<file path="config.mk">
export PLATFORM = sky130hd
export DESIGN_NAME = reg_file
export DESIGN_NICKNAME = d
export VERILOG_FILES = /design/src/rtl/reg_file.sv
export SDC_FILE = /design/constraint.sdc
export NUM_CORES = 2
export LEC_CHECK = 0
export ABC_AREA = 0
export CAP_MARGIN = 20
export CORE_ASPECT_RATIO = 1.4
export CORE_MARGIN = 5
export CORE_UTILIZATION = 35
export CTS_CLUSTER_DIAMETER = 50
export DETAILED_ROUTE_END_ITERATION = 10
export RECOVER_POWER = 100
export SKIP_LAST_GASP = 1
export SYNTH_ARGS = -nofsm -noshare
export SYNTH_HDL_FRONTEND = slang
export SYNTH_SLANG_ARGS = --single-unit
</file>
<file path="constraint.sdc">
create_clock -name clk -period 3.5 [get_ports clk]
set_input_delay 0.35 -clock clk [delete_from_list [all_inputs] [get_ports clk]]
set_output_delay 0.35 -clock clk [all_outputs]
set_load 0.01 [all_outputs]
</file>
<file path="src/rtl/reg_file.sv">
// RV32I integer register file: two combinational read ports with same-cycle
// write-back bypass, one write port, and a pending-write scoreboard for RAW stalls.
module reg_file #(
    parameter int XLEN  = 32,
    parameter int NREGS = 32,
    parameter int AW    = $clog2(NREGS)
) (
    input  logic             clk,
    input  logic             rst_n,
    input  logic [AW-1:0]    rs1_addr,
    input  logic [AW-1:0]    rs2_addr,
    output logic [XLEN-1:0]  rs1_data,
    output logic [XLEN-1:0]  rs2_data,
    input  logic             rd_we,
    input  logic [AW-1:0]    rd_addr,
    input  logic [XLEN-1:0]  rd_data,
    input  logic             issue_valid,
    input  logic [AW-1:0]    issue_rd,
    input  logic             use_rs1,
    input  logic             use_rs2,
    output logic             stall,
    output logic [NREGS-1:0] busy_vec
);

    logic [XLEN-1:0]  regs [NREGS];
    logic [NREGS-1:0] busy;
    logic [NREGS-1:0] busy_next;
    logic             byp1;
    logic             byp2;
    logic             stall_c;

    // A pending source is not a hazard when its producer is writing back right now.
    assign byp1    = rd_we && (rd_addr == rs1_addr);
    assign byp2    = rd_we && (rd_addr == rs2_addr);
    assign stall_c = (use_rs1 && busy[rs1_addr] && !byp1) ||
                     (use_rs2 && busy[rs2_addr] && !byp2);

    assign stall    = stall_c;
    assign busy_vec = busy;

    always_comb begin
        rs1_data = '0;
        if (rst_n && (rs1_addr != '0)) begin
            if (byp1) begin
                rs1_data = rd_data;
            end else begin
                rs1_data = regs[rs1_addr];
            end
        end
    end

    always_comb begin
        rs2_data = '0;
        if (rst_n && (rs2_addr != '0)) begin
            if (byp2) begin
                rs2_data = rd_data;
            end else begin
                rs2_data = regs[rs2_addr];
            end
        end
    end

    // Set is applied after clear so a new producer issued in the same cycle wins.
    always_comb begin
        busy_next = busy;
        for (int r = 1; r < NREGS; r++) begin
            if (rd_we && (rd_addr == AW'(r))) begin
                busy_next[r] = 1'b0;
            end
            if (issue_valid && !stall_c && (issue_rd == AW'(r))) begin
                busy_next[r] = 1'b1;
            end
        end
        busy_next[0] = 1'b0;
    end

    always_ff @(posedge clk or negedge rst_n) begin
        if (!rst_n) begin
            for (int r = 0; r < NREGS; r++) begin
                regs[r] <= '0;
            end
            busy <= '0;
        end else begin
            busy <= busy_next;
            if (rd_we && (rd_addr != '0)) begin
                regs[rd_addr] <= rd_data;
            end
        end
    end

endmodule

</file>
==> flow_metrics.tcl <==
set metrics [dict create \
    hold_viol_final 0 \
    finalNonFillerCells 6350 \
    dr.pass1.iters 6 \
    ys_ff_latch 1055 \
    cts-root-buf "clkbuf_16" \
    gp_congestion 0.839 \
    layout_setup_ws_ns 0.0234 \
    grt_pass1_wl_um 283000 \
    async_flop_share_pct 100 \
    die-height_um 488 \
    ir_drop_uv 466 \
    critPathMaxStageDelay_ns 0.55 \
    track_usage_pct 22.5 \
    finClkSkew_ns 0.0126 \
    violations "capacitance limit, slew limit" \
    worstSetupStartpointType "primary input" \
    regArea_um2 26400 \
    ys_warn_count 0 \
    dp_hpwl_um 120000 \
    synth_edf_count 0 \
    setup_violations 0 \
    gr-total-overflow 0 \
    cts_max_path_buffers 3 \
    power_density_nw_per_um2 582 \
    hold_slack_ns 0.0579 \
    place_area_um2 63100 \
    wl_per_cell_um 30.5 \
    cp.arrival_ns 3.13 \
    hold_path.class "primary input to asynchronous set/reset pin" \
    cts_buffers 138 \
    ys.flop_type "dfrtp_1" \
    min_period_over_period_pct 99.3 \
    ant_nets 0 \
    worstSkewPairLatency_ns 0.76 \
    via_count 37900 \
    layout-drive-gt1-share_pct 49.8 \
    synth_area_um2 57100 \
    die-area_um2 171000 \
    cpMostUsedCell "buf_12" \
    clock-sinks 1055 \
    syn-num-nets 4010 \
    rsz0062_at_grt "yes" \
    initial_core_util_pct 35.2 \
    tightestPinTransition_ns 2.54 \
    path_class "primary input to output pin" \
    finalMaxSlewViolations 853 \
    seq_area_frac_synth_pct 46.2 \
    grt_pass1_vias 39900 \
    status "complete, but fails checks" \
    post-route-util_pct 41.6 \
    h-tree-depth 4 \
    endpoint_kind "output pin" \
    ys_types 47 \
    fmax_mhz 288 \
    p_leak_uw 0.0289 \
    die_w_um 351 \
    portBuffers 153 \
    nNetsFinal 4170 \
    avgViaCountPerCell 5.97 \
    maxCapViolCount 17 \
    dp_slack_ns -0.396 \
    cp_slowest_cell "o21ai_4" \
    syn_avg_cell_area_um2 14.4 \
    syn_inst 3952 \
    core_area_um2 162000 \
    wl_um 194000 \
    num-fill-cells 14800 \
    required_ns 3.15 \
    row_count 175 \
    layout_min_cycle_time_ns 3.48 \
    relSlewSlack_pct -69.4 \
    cp_cell_sequence "buf_12, buf_12, clkbuf_2, nor2_1, nand2_1, o21ai_4, buf_6, clkbuf_4, a21oi_2, clkdlybuf4s50_1" \
    grt_antenna_before_repair 9 \
    cts_tree "built" \
    cts.clk_slew.worst_paths_ns 0.06 \
    design_area_um2 67500 \
    area_delta_synth_final_pct 18.3 \
    remaining_drc_errors 0 \
    multi_input_area_um2 29000 \
    drtIter0Drc 3208 \
    io_pins 155 \
    grt_max_degree 179 \
    placed_cells 6087 \
    worstPathMaxFanout 21 \
]
-- worst paths after layout --
check                             startpoint            to  slack [ns]  cells past startpoint
min in group clk                  rd_addr[0]  busy_vec[13]        0.30                      5
max in group asynchronous              rst_n     regs[500]        0.37                      4
worst min register to register     regs[998]     regs[998]        0.39                      0
worst min-delay path                   rst_n     regs[444]        0.06                      2
worst max-delay path             rs2_addr[0]   rs2_data[3]        0.02                     10
worst max register to register  busy_vec[30]  busy_vec[18]        0.62                      6
-- per-stage QoR --
stage / total power, µW / TNS, ns
2_1_floorplan: 21600 / 0
3_3_place_gp: 24300 / -3.99
3_5_place_dp: 24600 / -3.55
4_1_cts: 39600 / -0.475
5_1_grt: 40900 / -1.79
6_report: 39300 / 0
-- area by class of cell --
cell class | count | area share, %
timing repair buffer | 474 | 6.79
clock buffer | 186 | 5.87
multi-input combinational | 2422 | 42.9
tap | 2124 | 3.94
inverter | 21 | 0.120
clock inverter | 64 | 1.27
antenna | 4 | 0.0148
sequential | 1055 | 39.1
-- power by group --
group / switching [µW] / total (µW) / internal (µW)
Clock: 5680 / 14900 / 9250
Sequential: 1750 / 16300 / 14500
Combinational: 3210 / 8080 / 4860
Total: 10600 / 39300 / 28700
-- registers in the layout, indices dropped and copies added, names as in the netlist --
signal and flops:
busy_vec 31, regs 1024
-- cell usage in the layout (no fill, tap or decap), types with 64 or more instances in the layout --
cell and count:
dfrtp_1 1054, mux2_2 1001, buf_12 64, a21oi_1 165
clkdlybuf4s50_1 76, nor2_1 119, o21ai_1 65, clkbuf_16 146
buf_4 179, mux2i_1 186, nand2_1 109, mux4_2 521
-- synth_stat cells, types with 2 or more instances --
| library cell | number | area share, % |
|---|---|---|
| nand4_1 | 2 | 0.022 |
| mux2_2 | 1002 | 20 |
| a21oi_1 | 181 | 1.6 |
| nor4_1 | 3 | 0.033 |
| and2_1 | 2 | 0.022 |
| nand3_1 | 3 | 0.026 |
| nor3_1 | 7 | 0.061 |
| dfrtp_1 | 1055 | 46 |
| buf_6 | 5 | 0.099 |
| clkbuf_1 | 271 | 1.8 |
| mux2i_1 | 186 | 3.3 |
| buf_1 | 59 | 0.39 |
| xor2_1 | 8 | 0.12 |
| nand3b_1 | 2 | 0.026 |
| buf_2 | 92 | 0.81 |
| or3_1 | 50 | 0.55 |
| xnor2_1 | 2 | 0.031 |
| clkinv_1 | 2 | 0.013 |
| a31oi_1 | 31 | 0.34 |
| nand2_1 | 115 | 0.76 |
| a221oi_1 | 17 | 0.26 |
| o21ai_1 | 74 | 0.65 |
| a32o_1 | 30 | 0.53 |
| mux4_2 | 521 | 21 |
| inv_1 | 17 | 0.11 |
| nand2b_1 | 9 | 0.099 |
| nor2_1 | 126 | 0.83 |
| nor2b_1 | 13 | 0.14 |
| o21ai_0 | 10 | 0.088 |
| buf_4 | 28 | 0.37 |
| mux2_1 | 10 | 0.20 |
| and3_1 | 2 | 0.022 |
| inv_2 | 2 | 0.013 |
| a311oi_1 | 2 | 0.031 |
-- worst max-delay path, delay by kind of cell --
kind / cells / cell delay, ns
buf+inv: 6 / 1.75
simple gates: 2 / 0.28
compound gates: 2 / 0.66
-- kinds of logic (layout without fill, tap and decap cells) --
| family | Yosys count | count (layout) | share of synthesized area, % |
|---|---|---|---|
| buf+inv | 476 | 745 | 3.58 |
| mux | 1719 | 1719 | 43.8 |
| compound gates | 353 | 353 | 3.62 |
| other cells | 1 | 5 | 0.00657 |
| flops | 1055 | 1055 | 46.2 |
| xor+xnor | 10 | 10 | 0.153 |
| simple gates | 338 | 339 | 2.63 |
-- repair_timing --
item	CTS	global route
hold endpoints to repair	146	0
hold buffers	1	0
endpoints found under the setup margin	34	25
setup buffers	4	2
gates resized for setup	46	36
gates cloned	0	1
pin swaps	1	4
-- routing by layer --
layer	wire (µm)	part of all wire [%]	track usage, %	vias up
met3	13800	7.1	4.21	359
met2	93800	48	36.7	1480
met1	79600	41	30.4	20700
met5	0	0	0	-
li1	-	-	-	15400
met4	6470	3.3	7.50	0
Power figures use the tool's default switching activity.
